===== src/rtl/spi_master_cs.sv =====
`timescale 1ns/1ps
`default_nettype none
// ============================================================================
// Module   : spi_master_cs
// Purpose  : SPI mode-0 master (CPOL=0, CPHA=0) that sends and receives up
//            to MAX_BYTES_PER_CS bytes while chip-select stays asserted.
//            o_SPI_Clk runs at w_SPI_Clk / (2*CLKS_PER_HALF_BIT).
// Ports    : w_SPI_Clk, i_Rst_L (async, active-low)
//            i_TX_Count/i_TX_Byte/i_TX_DV/o_TX_Ready : byte request side
//            o_RX_Count/o_RX_DV/o_RX_Byte            : received byte side
//            o_SPI_Clk/o_SPI_MOSI/o_SPI_CS_n/i_SPI_MISO : SPI bus
// Options  : SPI_MASTER_LOOPBACK_EN - receive shifter samples o_SPI_MOSI
//            instead of i_SPI_MISO.
// Revision : 1.0 - initial release
// ============================================================================
module spi_master_cs #(
  parameter int CLKS_PER_HALF_BIT = 2,
  parameter int MAX_BYTES_PER_CS  = 2,
  parameter int CS_INACTIVE_CLKS  = 1,
  localparam int CW = $clog2(MAX_BYTES_PER_CS + 1)
) (
  input  logic          w_SPI_Clk,
  input  logic          i_Rst_L,
  input  logic [CW-1:0] i_TX_Count,
  input  logic [7:0]    i_TX_Byte,
  input  logic          i_TX_DV,
  output logic          o_TX_Ready,
  output logic [CW-1:0] o_RX_Count,
  output logic          o_RX_DV,
  output logic [7:0]    o_RX_Byte,
  output logic          o_SPI_Clk,
  input  logic          i_SPI_MISO,
  output logic          o_SPI_MOSI,
  output logic          o_SPI_CS_n
);

  localparam int HW = $clog2(CLKS_PER_HALF_BIT);
  localparam int GW = (CS_INACTIVE_CLKS > 1) ? $clog2(CS_INACTIVE_CLKS) : 1;
  localparam logic [HW-1:0] C_HALF_LAST = HW'(CLKS_PER_HALF_BIT - 1);
  localparam logic [GW-1:0] C_GAP_LAST  = GW'(CS_INACTIVE_CLKS - 1);
  localparam logic [CW-1:0] C_MAX_BYTES = CW'(MAX_BYTES_PER_CS);
  localparam logic [4:0]    C_ALL_EDGES = 5'd16;

  typedef enum logic [2:0] {
    ST_IDLE      = 3'd0,
    ST_CS_ASSERT = 3'd1,
    ST_SHIFT     = 3'd2,
    ST_WAIT_NEXT = 3'd3,
    ST_CS_GAP    = 3'd4
  } state_t;

  state_t        r_state;
  logic [HW-1:0] r_half_cnt;
  logic [4:0]    r_edge_cnt;    // SPI clock edges produced for this byte
  logic [7:0]    r_tx_shift;    // bit 7 is the bit currently on MOSI
  logic [7:0]    r_rx_shift;
  logic [CW-1:0] r_bytes_left;  // includes the byte in flight
  logic [GW-1:0] r_gap_cnt;
  logic          w_rx_sample;
  logic [CW-1:0] w_count_clamped;

`ifdef SPI_MASTER_LOOPBACK_EN
  logic w_unused_miso;
  assign w_unused_miso = i_SPI_MISO;
  assign w_rx_sample   = o_SPI_MOSI;
`else
  assign w_rx_sample   = i_SPI_MISO;
`endif

  // A zero count still moves one byte; oversize counts saturate.
  always_comb begin
    w_count_clamped = i_TX_Count;
    if (i_TX_Count == '0) begin
      w_count_clamped = CW'(1);
    end else if (i_TX_Count > C_MAX_BYTES) begin
      w_count_clamped = C_MAX_BYTES;
    end
  end

  always_ff @(posedge w_SPI_Clk or negedge i_Rst_L) begin
    if (!i_Rst_L) begin
      r_state      <= ST_IDLE;
      r_half_cnt   <= '0;
      r_edge_cnt   <= '0;
      r_tx_shift   <= '0;
      r_rx_shift   <= '0;
      r_bytes_left <= '0;
      r_gap_cnt    <= '0;
      o_TX_Ready   <= 1'b0;
      o_RX_Count   <= '0;
      o_RX_DV      <= 1'b0;
      o_RX_Byte    <= 8'h00;
      o_SPI_Clk    <= 1'b0;
      o_SPI_MOSI   <= 1'b0;
      o_SPI_CS_n   <= 1'b1;
    end else begin
      o_RX_DV <= 1'b0;
      if (o_RX_DV) begin
        o_RX_Count <= o_RX_Count + CW'(1);
      end

      case (r_state)
        ST_IDLE: begin
          o_SPI_CS_n <= 1'b1;
          o_SPI_Clk  <= 1'b0;
          if (o_TX_Ready && i_TX_DV) begin
            r_tx_shift   <= i_TX_Byte;
            o_SPI_MOSI   <= i_TX_Byte[7];
            r_bytes_left <= w_count_clamped;
            o_RX_Count   <= '0;
            o_TX_Ready   <= 1'b0;
            o_SPI_CS_n   <= 1'b0;
            r_half_cnt   <= '0;
            r_edge_cnt   <= '0;
            r_state      <= ST_CS_ASSERT;
          end else begin
            // Also the first clock after reset release raises ready.
            o_TX_Ready <= 1'b1;
          end
        end

        ST_CS_ASSERT: begin
          if (r_half_cnt == C_HALF_LAST) begin
            r_half_cnt <= '0;
            r_state    <= ST_SHIFT;
          end else begin
            r_half_cnt <= r_half_cnt + HW'(1);
          end
        end

        ST_SHIFT: begin
          // First cycle after the 8th falling edge: present the byte.
          if (r_edge_cnt == C_ALL_EDGES && r_half_cnt == '0) begin
            o_RX_DV   <= 1'b1;
            o_RX_Byte <= r_rx_shift;
          end
          if (r_half_cnt == C_HALF_LAST) begin
            r_half_cnt <= '0;
            if (r_edge_cnt != C_ALL_EDGES) begin
              o_SPI_Clk  <= ~o_SPI_Clk;
              r_edge_cnt <= r_edge_cnt + 5'd1;
              if (!r_edge_cnt[0]) begin
                // Even edge index = rising edge of o_SPI_Clk.
                r_rx_shift <= {r_rx_shift[6:0], w_rx_sample};
              end else if (r_edge_cnt != 5'd15) begin
                // Falling edges 1..7 advance MOSI; the 8th leaves bit 0.
                o_SPI_MOSI <= r_tx_shift[6];
                r_tx_shift <= {r_tx_shift[6:0], 1'b0};
              end
            end else if (r_bytes_left > CW'(1)) begin
              // Trailing half period done; keep CS low for the next byte.
              r_bytes_left <= r_bytes_left - CW'(1);
              o_TX_Ready   <= 1'b1;
              r_state      <= ST_WAIT_NEXT;
            end else begin
              o_SPI_CS_n <= 1'b1;
              r_gap_cnt  <= '0;
              r_state    <= ST_CS_GAP;
            end
          end else begin
            r_half_cnt <= r_half_cnt + HW'(1);
          end
        end

        ST_WAIT_NEXT: begin
          o_SPI_CS_n <= 1'b0;
          o_SPI_Clk  <= 1'b0;
          if (o_TX_Ready && i_TX_DV) begin
            r_tx_shift <= i_TX_Byte;
            o_SPI_MOSI <= i_TX_Byte[7];
            o_TX_Ready <= 1'b0;
            r_half_cnt <= '0;
            r_edge_cnt <= '0;
            r_state    <= ST_CS_ASSERT;
          end else begin
            o_TX_Ready <= 1'b1;
          end
        end

        ST_CS_GAP: begin
          o_SPI_CS_n <= 1'b1;
          if (r_gap_cnt == C_GAP_LAST) begin
            o_TX_Ready <= 1'b1;
            r_state    <= ST_IDLE;
          end else begin
            o_TX_Ready <= 1'b0;
            r_gap_cnt  <= r_gap_cnt + GW'(1);
          end
        end

        default: begin
          o_TX_Ready <= 1'b0;
          o_SPI_CS_n <= 1'b1;
          o_SPI_Clk  <= 1'b0;
          r_state    <= ST_IDLE;
        end
      endcase
    end
  end

endmodule
`default_nettype wire


===== config.mk =====
export PLATFORM = sky130hd
export DESIGN_NAME = spi_master_cs
export DESIGN_NICKNAME = d
export VERILOG_FILES = /design/src/rtl/spi_master_cs.sv
export SDC_FILE = /design/constraint.sdc
export NUM_CORES = 1
export LEC_CHECK = 0
export ABC_AREA = 1
export BUFFER_PORTS_ARGS = -buffer_cell sky130_fd_sc_hd__clkbuf_2
export CELL_PAD_IN_SITES_DETAIL_PLACEMENT = 1
export CELL_PAD_IN_SITES_GLOBAL_PLACEMENT = 2
export CORE_AREA = 4 4 88 90
export DETAILED_ROUTE_END_ITERATION = 16
export DIE_AREA = 0 0 92 94
export PLACE_DENSITY = 0.75
export SLEW_MARGIN = 20
export SYNTH_ARGS = -nofsm -noshare
export SYNTH_HDL_FRONTEND = slang
export SYNTH_SLANG_ARGS = --single-unit
export TNS_END_PERCENT = 100

===== constraint.sdc =====
create_clock -name w_SPI_Clk -period 1.8 [get_ports w_SPI_Clk]
set_input_delay 0.09 -clock w_SPI_Clk [delete_from_list [all_inputs] [get_ports w_SPI_Clk]]
set_output_delay 0.09 -clock w_SPI_Clk [all_outputs]
set_load 0.02 [all_outputs]

==> flow_metrics.env, run 1 <==
export IMPL_drcViolationCount=0
export IMPL_grt_overflow_total=0
export IMPL_synth_nets=276
export IMPL_pin_count_of_the_biggest_net_entering_global_routing=30
export IMPL_skew_ns=0.00386
export IMPL_clkLatencyLatePin_ns=0.29
export IMPL_cts_inserted_buffers=5
export IMPL_area_growth_syn_to_layout_pct=23.9
export IMPL_timing_worst_slew_pin_value_ns=0.747
export IMPL_ys_dominant_reg_cell="sky130_fd_sc_hd__dfrtp_1"
export IMPL_pin_count=29
export IMPL_drv_cap=0
export IMPL_cts_root_buf="sky130_fd_sc_hd__clkbuf_8"
export IMPL_timing_critical_path_required_ns=2.02
export IMPL_synthSimpleGateAreaFrac=0.322
export IMPL_number_of_nets_in_the_finished_design=317
export IMPL_synth_cell_area_um2=2050
export IMPL_final_fill_count=882
export IMPL_drt_total_wl_um=5080
export IMPL_mostFrequentLayoutCells="sky130_fd_sc_hd__nand2_1, sky130_fd_sc_hd__dfrtp_1, sky130_fd_sc_hd__nand3_1, sky130_fd_sc_hd__inv_1, sky130_fd_sc_hd__clkbuf_2"
export IMPL_insertedDiodeCount=0
export IMPL_arrival_worst_endpoint_ns=1.89
export IMPL_rsz0062_at_grt="true"
export IMPL_grt_pass1_vias=1814
export IMPL_dp_final_hpwl_um=3520
export IMPL_detailroute_via_count=1754
export IMPL_grt_pass1_wl_um=8630
export IMPL_io_buffers=27
export IMPL_status="finished clean"
export IMPL_yosys_mux_area_fraction=0
export IMPL_cts_root_to_sink_buffers=2
export IMPL_timing_critical_path_from_type="flop"
export IMPL_critPathLaunch="r_edge_cnt[0]$_DFFE_PN0P_"
export IMPL_floorplan_die_area_um2=8650
export IMPL_synth_cell_type_count=24
export IMPL_share_of_the_yosys_chip_area_belonging_to_registers=0.501
export IMPL_layout_commonest_cell="sky130_fd_sc_hd__nand2_1"
export IMPL_worst_path_clk_slew_ns=0.08
export IMPL_gp_congestion=0.714
export IMPL_fp_dieW_um=92
export IMPL_viasPerCell=4.40
export IMPL_drive_gt1_frac=0.237
export IMPL_die_height_um=94
export IMPL_critical_path_reg2reg_endpoint="r_edge_cnt[0]$_DFFE_PN0P_"
export IMPL_timing_max_slew_rel_slack=0.502
export IMPL_placementRows=31
export IMPL_hp_class="input port to flop"
export IMPL_tritoncts_clock_tree="built"
export IMPL_finalMaxSlewViolations=0
export IMPL_fin_hold_ws_ns=0.0229
export IMPL_core_area_um2=7060
export IMPL_gr_usage_all_layers=0.123
export IMPL_post_synth_cell_area_avg_um2=7.95
export IMPL_antenna_violations_before_repair=0
export IMPL_start_util=0.290
export IMPL_critical_path_end="r_edge_cnt[0]$_DFFE_PN0P_"
export IMPL_finalPower_w=0.00414
export IMPL_timing_setup_critical_path_class="flop to flop"
export IMPL_synth_area_in_compound_gates=0.0689
export IMPL_placed_cell_area_um2=2360
export IMPL_post_route_cell_area_um2=2540
export IMPL_critical_path_peak_fanout=9
export IMPL_post_synth_xor_xnor_area=0.0128
export IMPL_setup_violations=0
export IMPL_combinational_family_with_the_most_area_after_synthesis="simple AND/OR/NAND/NOR gates"
export IMPL_synth_enable_flop_cells=0
export IMPL_cts_num_sinks=41
export IMPL_max_freq_mhz=601
export IMPL_synthCells=258
export IMPL_worst_r2r_cell_count=10
export IMPL_synth_async_reset_ratio=1.00
export IMPL_wire_per_inst_um=12.7
export IMPL_layout_min_cycle_time_ns=1.66
export IMPL_max_vdd_ir_drop_v=0.000546
export IMPL_ratio_of_final_minimum_period_to_clock_period=0.924
export IMPL_yosys_warnings=0
export IMPL_first_pass_iters=4
export IMPL_route_antenna_remaining_nets=0
export IMPL_timing_critical_path_to_type="flop"
export IMPL_ff2ff_setup_slack_ns=0.14
export IMPL_number_of_hold_violations_in_the_final_report=0
export IMPL_detailedRoute_firstIterationViolations=59
export IMPL_critical_path_reg2reg_startpoint="r_edge_cnt[0]$_DFFE_PN0P_"
export IMPL_synth_ff_latch_count=41
export IMPL_h_tree_depth=2
export IMPL_power_static_leakage_nw=1.35
export IMPL_powerDensity_nw_per_um2=1630
export IMPL_synth_fa_ha_area_frac=0.0244
[cell usage after synthesis, types with 3 or more instances]
cell type | instances | area share
sky130_fd_sc_hd__a21oi_1 | 3 | 0.0073
sky130_fd_sc_hd__o21ai_0 | 9 | 0.022
sky130_fd_sc_hd__dfrtp_1 | 40 | 0.49
sky130_fd_sc_hd__inv_2 | 4 | 0.0073
sky130_fd_sc_hd__nand3_1 | 31 | 0.076
sky130_fd_sc_hd__o21ai_2 | 8 | 0.034
sky130_fd_sc_hd__buf_2 | 3 | 0.0073
sky130_fd_sc_hd__nand2_1 | 100 | 0.18
sky130_fd_sc_hd__nor2_1 | 8 | 0.015
sky130_fd_sc_hd__ha_1 | 4 | 0.024
sky130_fd_sc_hd__nand4_1 | 5 | 0.015
sky130_fd_sc_hd__inv_1 | 28 | 0.051
[worst min path at each step]
stage | start | to | slack (ns) | depth (start not counted)
floorplan | i_Rst_L | o_RX_Byte[0]$_DFFE_PN0P_ | -0.21 | 0
global placement | i_Rst_L | o_TX_Ready$_DFFE_PN0P_ | 0.20 | 1
detailed placement | i_Rst_L | o_TX_Ready$_DFFE_PN0P_ | 0.20 | 1
CTS | i_SPI_MISO | r_rx_shift[0]$_DFFE_PN0P_ | 0.01 | 3
global route | i_SPI_MISO | r_rx_shift[0]$_DFFE_PN0P_ | 0.03 | 3
finish | i_SPI_MISO | r_rx_shift[0]$_DFFE_PN0P_ | 0.02 | 3
[layer usage]
metal	vias up	global-route usage	wire (um)	part of all wire
met5	-	0	0	0
met4	0	0.0223	28	0.0055
met3	4	0.0256	156	0.031
met2	25	0.207	2440	0.48
met1	820	0.165	2460	0.48
li1	905	-	-	-
[state kept, by name, summed over array words and instances, names as in the netlist]
register and count:
o_SPI_MOSI 1, o_RX_Count 2, o_SPI_Clk 1, r_bytes_left 2
o_SPI_CS_n 1, o_TX_Ready 1, r_edge_cnt 5, o_RX_DV 1
r_rx_shift 8, o_RX_Byte 8, r_tx_shift 7, r_half_cnt 1
r_state 3
[final cells by class]
cell class,count,area [um2],area share
multi-input combinational,182,906,0.356
inverter,32,120,0.0473
clock buffer,5,68.8,0.0271
clock inverter,3,65.1,0.0256
timing repair buffer,37,229,0.0901
tap,99,124,0.0487
sequential,41,1030,0.405
[power breakdown]
part	total (W)	switching [W]	leakage, nW	internal (W)
Sequential	0.00140	0.000213	0.542	0.00118
Combinational	0.00186	0.00122	0.744	0.000641
Clock	0.000878	0.000327	0.0681	0.000551
[worst max-delay path: stages (launching register included)]
cell                      delay, ns
sky130_fd_sc_hd__dfrtp_2       0.43
sky130_fd_sc_hd__inv_2         0.09
sky130_fd_sc_hd__ha_1          0.21
sky130_fd_sc_hd__nand2_1       0.06
sky130_fd_sc_hd__inv_1         0.03
sky130_fd_sc_hd__nand2_1       0.14
sky130_fd_sc_hd__nand2_2       0.09
sky130_fd_sc_hd__inv_2         0.15
sky130_fd_sc_hd__nand3_4       0.14
sky130_fd_sc_hd__buf_4         0.17
sky130_fd_sc_hd__nand2_1       0.07
[metrics by stage]
step / setup TNS [ns] / utilization / worst slack, ns / cells
final: 0 / 0.360 / 0.137 / 399
after global routing: -0.0849 / 0.360 / -0.0343 / 399
after CTS: 0 / 0.354 / 0.0244 / 397
after detailed placement: 0 / 0.334 / 0.0288 / 388
after global placement: 0 / 0.334 / 0.102 / 388
after floorplan: 0 / - / 0.279 / 258
[what timing repair did]
action / 4_1_cts / 5_1_grt
hold buffers: 1 / 0
buffers inserted: 0 / 1
resized for setup: 0 / 8
endpoints found under the hold margin: 26 / 0
endpoints found under the setup margin: 0 / 27
[cell families after synthesis]
group,Yosys count
simple gates,152
fa+ha+maj,4
buf+inv,36
xor+xnor,3
compound gates,22
flops,41
Note: power is estimated with default switching activity, not from simulation.
==> inputs of run 2 (changes only) <==
clock period = 1.53 ns   (was 1.8 ns; I/O delays follow)
==> run 2 against run 1 <==
  * Cell area rose by 7.6%
  * Maximum frequency is 9.3% higher
  * Global-route usage is 0.78 points higher
  * Clock-buffer cell count did not move
  * Via count up 4.3%
==> flow_metrics.env, run 2 (synthesis results as in run 1) <==
export IMPL_status="finished clean"
export IMPL_core_area_um2=7060
export IMPL_mostFrequentLayoutCells="sky130_fd_sc_hd__nand2_1, sky130_fd_sc_hd__dfrtp_1, sky130_fd_sc_hd__nand3_1, sky130_fd_sc_hd__clkbuf_2, sky130_fd_sc_hd__inv_1"
export IMPL_skew_ns=0.00820
export IMPL_timing_max_slew_rel_slack=0.643
export IMPL_top_registers="o_RX_Byte (8), r_rx_shift (8), r_tx_shift (7)"
export IMPL_worst_path_most_repeated_cell="sky130_fd_sc_hd__nand2_2"
export IMPL_placementRows=31
export IMPL_worst_path_clk_slew_ns=0.08
export IMPL_pin_count_of_the_biggest_net_entering_global_routing=25
export IMPL_ff2ff_setup_slack_ns=0.009
export IMPL_grt_pass1_vias=1959
export IMPL_timing_critical_path_from_type="flop"
export IMPL_cts_num_sinks=41
export IMPL_number_of_nets_in_the_finished_design=333
export IMPL_internal_power_w=0.00289
export IMPL_area_growth_syn_to_layout_pct=33.3
export IMPL_route_antenna_remaining_nets=0
export IMPL_timing_critical_path_to_type="flop"
export IMPL_hp_class="input port to flop"
export IMPL_detailroute_via_count=1829
export IMPL_slowest_cell_on_crit_path="sky130_fd_sc_hd__dfrtp_1"
export IMPL_gr_usage_all_layers=0.131
export IMPL_swShare=0.437
export IMPL_critical_path_peak_fanout=8
export IMPL_power_static_leakage_nw=1.42
export IMPL_timing_worst_slew_pin_value_ns=0.535
export IMPL_worst_slack_ns=0.00867
export IMPL_finalPower_w=0.00513
export IMPL_seq_power_share=0.316
export IMPL_drt_total_wl_um=5220
export IMPL_cts_root_buf="sky130_fd_sc_hd__clkbuf_8"
export IMPL_ratio_of_final_minimum_period_to_clock_period=0.994
export IMPL_viasPerCell=4.41
export IMPL_die_height_um=94
export IMPL_dp_final_hpwl_um=3580
export IMPL_share_clk_of_total_power=0.174
export IMPL_critPathMaxStageDelay_ns=0.42
export IMPL_fin_hold_ws_ns=0.0845
export IMPL_pin_count=29
export IMPL_io_buffers=27
export IMPL_antenna_violations_before_repair=0
export IMPL_insertedDiodeCount=0
export IMPL_wire_per_inst_um=12.6
export IMPL_h_tree_depth=2
export IMPL_comb_power_share=0.510
export IMPL_worst_hold_path_num_cells=5
export IMPL_worst_r2r_cell_count=11
export IMPL_start_util=0.290
export IMPL_max_freq_mhz=657
export IMPL_tritoncts_clock_tree="built"
export IMPL_drive_gt1_frac=0.332
export IMPL_final_fill_count=873
export IMPL_number_of_hold_violations_in_the_final_report=0
export IMPL_timing_setup_critical_path_class="flop to flop"
export IMPL_finalMaxSlewViolations=0
export IMPL_drcViolationCount=0
export IMPL_fp_dieW_um=92
export IMPL_placed_cell_area_um2=2450
export IMPL_timing_critical_path_required_ns=1.72
export IMPL_pre_cts_slack_ns=-0.0955
export IMPL_layout_commonest_cell="sky130_fd_sc_hd__nand2_1"
export IMPL_setup_violations=0
export IMPL_cts_inserted_buffers=5
export IMPL_grt_pass1_wl_um=9100
export IMPL_grt_overflow_total=0
export IMPL_drv_cap=0
export IMPL_post_route_cell_area_um2=2730
export IMPL_cts_root_to_sink_buffers=2
export IMPL_timing_critical_path_cells="ha_2, nand2_2, nor2_2, ha_2, inv_2, nand2_2, nand2_2, nand4_1, buf_6, nand2_2, nand2_2"
export IMPL_max_vdd_ir_drop_v=0.000645
export IMPL_layout_min_cycle_time_ns=1.52
export IMPL_gp_congestion=0.709
export IMPL_cp_bufs_invs=2
export IMPL_clkLatencyLatePin_ns=0.30
export IMPL_powerDensity_nw_per_um2=1880
export IMPL_arrival_worst_endpoint_ns=1.71
export IMPL_rsz0062_at_grt="true"
export IMPL_crit_family="simple AND/OR/NAND/NOR gates"
export IMPL_floorplan_die_area_um2=8650
export IMPL_first_pass_iters=4
export IMPL_cp_depth=11
export IMPL_power_switching_w=0.00224
export IMPL_detailedRoute_firstIterationViolations=43
==> run 2: cell types whose count changed in the layout (fill, tap and decap cells not counted), sizes merged <==
cell         previous run  this run
nand3                  33        34
buf                     9        23
dlygate4sd3             1         2
bufinv                  2         1
clkinvlp                0         1
==> run 2: repair_timing <==
item                                    CTS  global route
endpoints found under the setup margin   22            35
setup buffers                             2             2
cloned                                    1             1
endpoints found under the hold margin    17             0
hold buffers                              2             0
pin swaps                                 4             4
gates resized for setup                   9            29
==> run 2: tightest hold or removal path: stages <==
cell,delay (ns)
sky130_fd_sc_hd__clkbuf_2,0.08
sky130_fd_sc_hd__inv_1,0.04
sky130_fd_sc_hd__nor2_1,0.03
sky130_fd_sc_hd__nand3_1,0.07
sky130_fd_sc_hd__nand2_1,0.05
==> run 2: path summary, 6_finish.rpt <==
kind,endpoint,startpoint
max,r_tx_shift[1]$_DFFE_PN0P_,r_edge_cnt[1]$_DFFE_PN0P_
min,r_tx_shift[0]$_DFFE_PN0P_,i_TX_Byte[0]
max reg2reg,r_tx_shift[1]$_DFFE_PN0P_,r_edge_cnt[1]$_DFFE_PN0P_
min reg2reg,o_SPI_CS_n$_DFFE_PN1P_,o_SPI_CS_n$_DFFE_PN1P_
max in group asynchronous,r_state[1]$_DFFE_PN0P_,i_Rst_L
min in group asynchronous,o_TX_Ready$_DFFE_PN0P_,i_Rst_L
==> run 2: area by class of cell <==
class | instances | area, um2 | area share
Sequential cell | 41 | 1030 | 0.376
Multi-Input combinational cell | 183 | 976 | 0.357
Timing Repair Buffer | 52 | 368 | 0.135
Tap cell | 99 | 124 | 0.0453
Inverter | 32 | 123 | 0.0449
Clock buffer | 5 | 68.8 | 0.0252
Clock inverter | 3 | 46.3 | 0.0169
==> run 2: power groups by stage <==
stage          clock network (W)  registers, W  logic, W
2_1_floorplan                  0       0.00167   0.00144
3_3_place_gp                   0       0.00161   0.00234
3_5_place_dp                   0       0.00162   0.00236
4_1_cts                 0.000917       0.00161   0.00251
5_1_grt                 0.000978       0.00167   0.00299
6_report                0.000894       0.00162   0.00262
==> run 2: through the flow <==
step	setup TNS, ns	util	instances
4_1_cts	-0.0857	0.375	412
5_1_grt	-1.59	0.387	415
6_report	0	0.387	415
3_3_place_gp	-0.705	0.347	399
3_5_place_dp	-1.14	0.347	399
2_1_floorplan	0	-	258
==> run 2: routing by layer <==
layer	share of wire	wire length, um	vias to the layer above	GRT usage
li1	-	-	938	-
met3	0.030	155	4	0.0280
met2	0.49	2550	22	0.226
met1	0.47	2460	865	0.168
met4	0.0092	48	0	0.0309
met5	0	0	-	0
==> inputs of run 3 (changes only) <==
CORE_AREA = 4 4 117 63   (was 4 4 88 90)
DIE_AREA = 0 0 121 67   (was 0 0 92 94)
PLACE_DENSITY = default   (was 0.75)
PLACE_DENSITY_LB_ADDON = 0.1   (was default)
==> run 3 against run 2 <==
  * The run now ends with negative setup slack left
  * Via count decreased by 3.6%
  * Core utilization increased by 4.3 points
  * First-iteration DRC count increased by 72%
  * Critical path type unchanged
  * Largest cell class unchanged
  * Highest routed layer unchanged
==> flow_metrics.env, run 3 (synthesis results as in run 1) <==
export IMPL_h_tree_depth=2
export IMPL_power_static_leakage_nw=1.46
export IMPL_route_antenna_remaining_nets=0
export IMPL_power_switching_w=0.00232
export IMPL_top_registers="o_RX_Byte (8), r_rx_shift (8), r_tx_shift (7)"
export IMPL_dp_final_hpwl_um=3790
export IMPL_status="complete, but fails checks"
export IMPL_arrival_worst_endpoint_ns=1.72
export IMPL_detailedRoute_firstIterationViolations=74
export IMPL_ratio_of_final_minimum_period_to_clock_period=1.01
export IMPL_drive_gt1_frac=0.333
export IMPL_drcViolationCount=0
export IMPL_timing_critical_path_cells="ha_4, nand2_2, nor2_2, ha_2, inv_2, nand2_1, nand2_1, nand4_1, buf_6, nand2_1, nand2_1"
export IMPL_post_route_m1_wl_um=3180
export IMPL_gp_congestion=0.790
export IMPL_final_fill_count=799
export IMPL_internal_power_w=0.00326
export IMPL_worst_r2r_cell_count=11
export IMPL_finalMaxSlewViolations=0
export IMPL_met2WireLength_um=1960
export IMPL_timing_critical_path_from_type="flop"
export IMPL_pre_cts_slack_ns=-0.0693
export IMPL_worst_hold_path_num_cells=3
export IMPL_die_height_um=67
export IMPL_fin_hold_ws_ns=0.00744
export IMPL_grt_pass1_vias=1759
export IMPL_timing_setup_critical_path_class="flop to flop"
export IMPL_timing_critical_path_required_ns=1.71
export IMPL_rsz0062_at_grt="true"
export IMPL_layout_commonest_cell="sky130_fd_sc_hd__nand2_1"
export IMPL_timing_critical_path_to_type="flop"
export IMPL_worst_path_most_repeated_cell="sky130_fd_sc_hd__nand2_1"
export IMPL_hold_path_endpoint="r_rx_shift[0]$_DFFE_PN0P_"
export IMPL_start_util=0.319
export IMPL_worst_path_clk_slew_ns=0.06
export IMPL_failing_checks="negative setup slack"
export IMPL_setup_violations=4
export IMPL_cts_num_sinks=41
export IMPL_swShare=0.416
export IMPL_share_clk_of_total_power=0.225
export IMPL_met3_wirelength_um=259
export IMPL_timing_max_slew_rel_slack=0.635
export IMPL_clkLatencyLatePin_ns=0.29
export IMPL_pin_count=29
export IMPL_worst_slack_ns=-0.0112
export IMPL_comb_power_share=0.485
export IMPL_area_growth_syn_to_layout_pct=35.1
export IMPL_fp_dieW_um=121
export IMPL_critical_path_reg2reg_endpoint="r_tx_shift[2]$_DFFE_PN0P_"
export IMPL_antenna_violations_before_repair=0
export IMPL_hp_class="input port to flop"
export IMPL_critical_path_peak_fanout=8
export IMPL_io_buffers=27
export IMPL_cts_root_buf="sky130_fd_sc_hd__clkbuf_16"
export IMPL_ff2ff_setup_slack_ns=-0.01
export IMPL_pin_count_of_the_biggest_net_entering_global_routing=42
export IMPL_core_area_um2=6440
export IMPL_seq_power_share=0.290
export IMPL_skew_ns=0.00666
export IMPL_tritoncts_clock_tree="built"
export IMPL_viasPerCell=4.33
export IMPL_top_layer_used="met4"
export IMPL_gr_usage_all_layers=0.146
export IMPL_min_delay_start="i_SPI_MISO"
export IMPL_drt_total_wl_um=5460
export IMPL_timing_worst_slew_pin_value_ns=0.547
export IMPL_critPathMaxStageDelay_ns=0.45
export IMPL_grt_pass1_wl_um=8980
export IMPL_floorplan_die_area_um2=8110
export IMPL_number_of_nets_in_the_finished_design=332
export IMPL_cts_root_to_sink_buffers=2
export IMPL_final_core_util=0.431
export IMPL_instances_no_fill=407
export IMPL_layout_min_cycle_time_ns=1.54
export IMPL_critical_path_reg2reg_startpoint="r_edge_cnt[0]$_DFFE_PN0P_"
export IMPL_detailroute_via_count=1764
export IMPL_max_freq_mhz=649
export IMPL_number_of_hold_violations_in_the_final_report=0
export IMPL_insertedDiodeCount=0
export IMPL_placementRows=21
export IMPL_first_pass_iters=4
export IMPL_powerDensity_nw_per_um2=2010
export IMPL_drv_cap=0
export IMPL_grt_overflow_total=0
export IMPL_slowest_cell_on_crit_path="sky130_fd_sc_hd__dfrtp_2"
export IMPL_wire_per_inst_um=13.4
export IMPL_max_vdd_ir_drop_v=0.000880
export IMPL_mostFrequentLayoutCells="sky130_fd_sc_hd__nand2_1, sky130_fd_sc_hd__dfrtp_1, sky130_fd_sc_hd__nand3_1, sky130_fd_sc_hd__clkbuf_2, sky130_fd_sc_hd__inv_1"
export IMPL_cts_inserted_buffers=5
export IMPL_dp_cells=392
==> run 3: cell count changes in the layout (fill, tap and decap cells not counted), moves of 2 or more <==
cell,previous run,this run
sky130_fd_sc_hd__dfrtp_2,1,3
sky130_fd_sc_hd__buf_4,17,19
sky130_fd_sc_hd__dfrtp_1,39,37
sky130_fd_sc_hd__clkbuf_16,0,5
sky130_fd_sc_hd__o21ai_0,3,7
sky130_fd_sc_hd__clkbuf_8,5,1
sky130_fd_sc_hd__o21ai_1,7,3
==> run 3: routing by layer <==
layer / vias up / track usage
li1: 936 / -
met1: 796 / 0.230
met2: 25 / 0.176
met3: 7 / 0.0509
met4: 0 / 0.0424
met5: - / 0
==> run 3: power groups by stage <==
stage / logic [W] / registers, W / clock network, W
2_1_floorplan: 0.00144 / 0.00167 / 0
3_3_place_gp: 0.00241 / 0.00161 / 0
3_5_place_dp: 0.00244 / 0.00161 / 0
4_1_cts: 0.00257 / 0.00160 / 0.00129
5_1_grt: 0.00305 / 0.00167 / 0.00136
6_report: 0.00271 / 0.00162 / 0.00125
==> run 3: how the worst max path moves through the flow <==
stage | slack, ns | endpoint | start | cells past startpoint
after CTS | -0.02 | r_tx_shift[1]$_DFFE_PN0P_ | r_edge_cnt[1]$_DFFE_PN0P_ | 12
after floorplan | 0.009 | o_SPI_MOSI$_DFFE_PN0P_ | r_edge_cnt[0]$_DFFE_PN0P_ | 10
final | -0.01 | r_tx_shift[2]$_DFFE_PN0P_ | r_edge_cnt[0]$_DFFE_PN0P_ | 11
after global routing | -0.14 | r_state[0]$_DFFE_PN0P_ | r_edge_cnt[1]$_DFFE_PN0P_ | 10
after detailed placement | -0.07 | r_tx_shift[1]$_DFFE_PN0P_ | r_edge_cnt[1]$_DFFE_PN0P_ | 12
after global placement | -0.07 | r_tx_shift[2]$_DFFE_PN0P_ | r_edge_cnt[1]$_DFFE_PN0P_ | 12
==> run 3: layout make-up <==
| type | count | area (um2) | share of cell area |
|---|---|---|---|
| clock buffers | 6 | 139 | 0.0501 |
| flip-flops and latches | 41 | 1030 | 0.372 |
| clock inverters | 2 | 37.5 | 0.0135 |
| multi-input cells | 182 | 967 | 0.349 |
| well taps | 92 | 115 | 0.0415 |
| repair buffers | 52 | 362 | 0.130 |
| inverters | 32 | 120 | 0.0433 |
==> run 3: critical path, delay by kind of cell, from the launching register on <==
kind	cells	cell delay [ns]
DFF	1	0.45
buffers and inverters	2	0.21
and+or+nand+nor	7	0.44
adders and majority gates	2	0.34
==> run 3: what timing repair did <==
action,4_1_cts,5_1_grt
pin swaps,4,5
hold endpoints to repair,40,0
cloned,1,0
gates resized for setup,8,25
setup buffers,2,3
hold buffers,1,0
endpoints found under the setup margin,21,37
==> run 3: stage by stage <==
step | power, W | cell area (um2) | TNS, ns
3_3_place_gp | 0.00402 | 2440 | -0.527
5_1_grt | 0.00607 | 2770 | -3.49
2_1_floorplan | 0.00311 | 2050 | 0
3_5_place_dp | 0.00405 | 2440 | -0.955
4_1_cts | 0.00545 | 2680 | -0.143
6_report | 0.00558 | 2770 | -0.0290
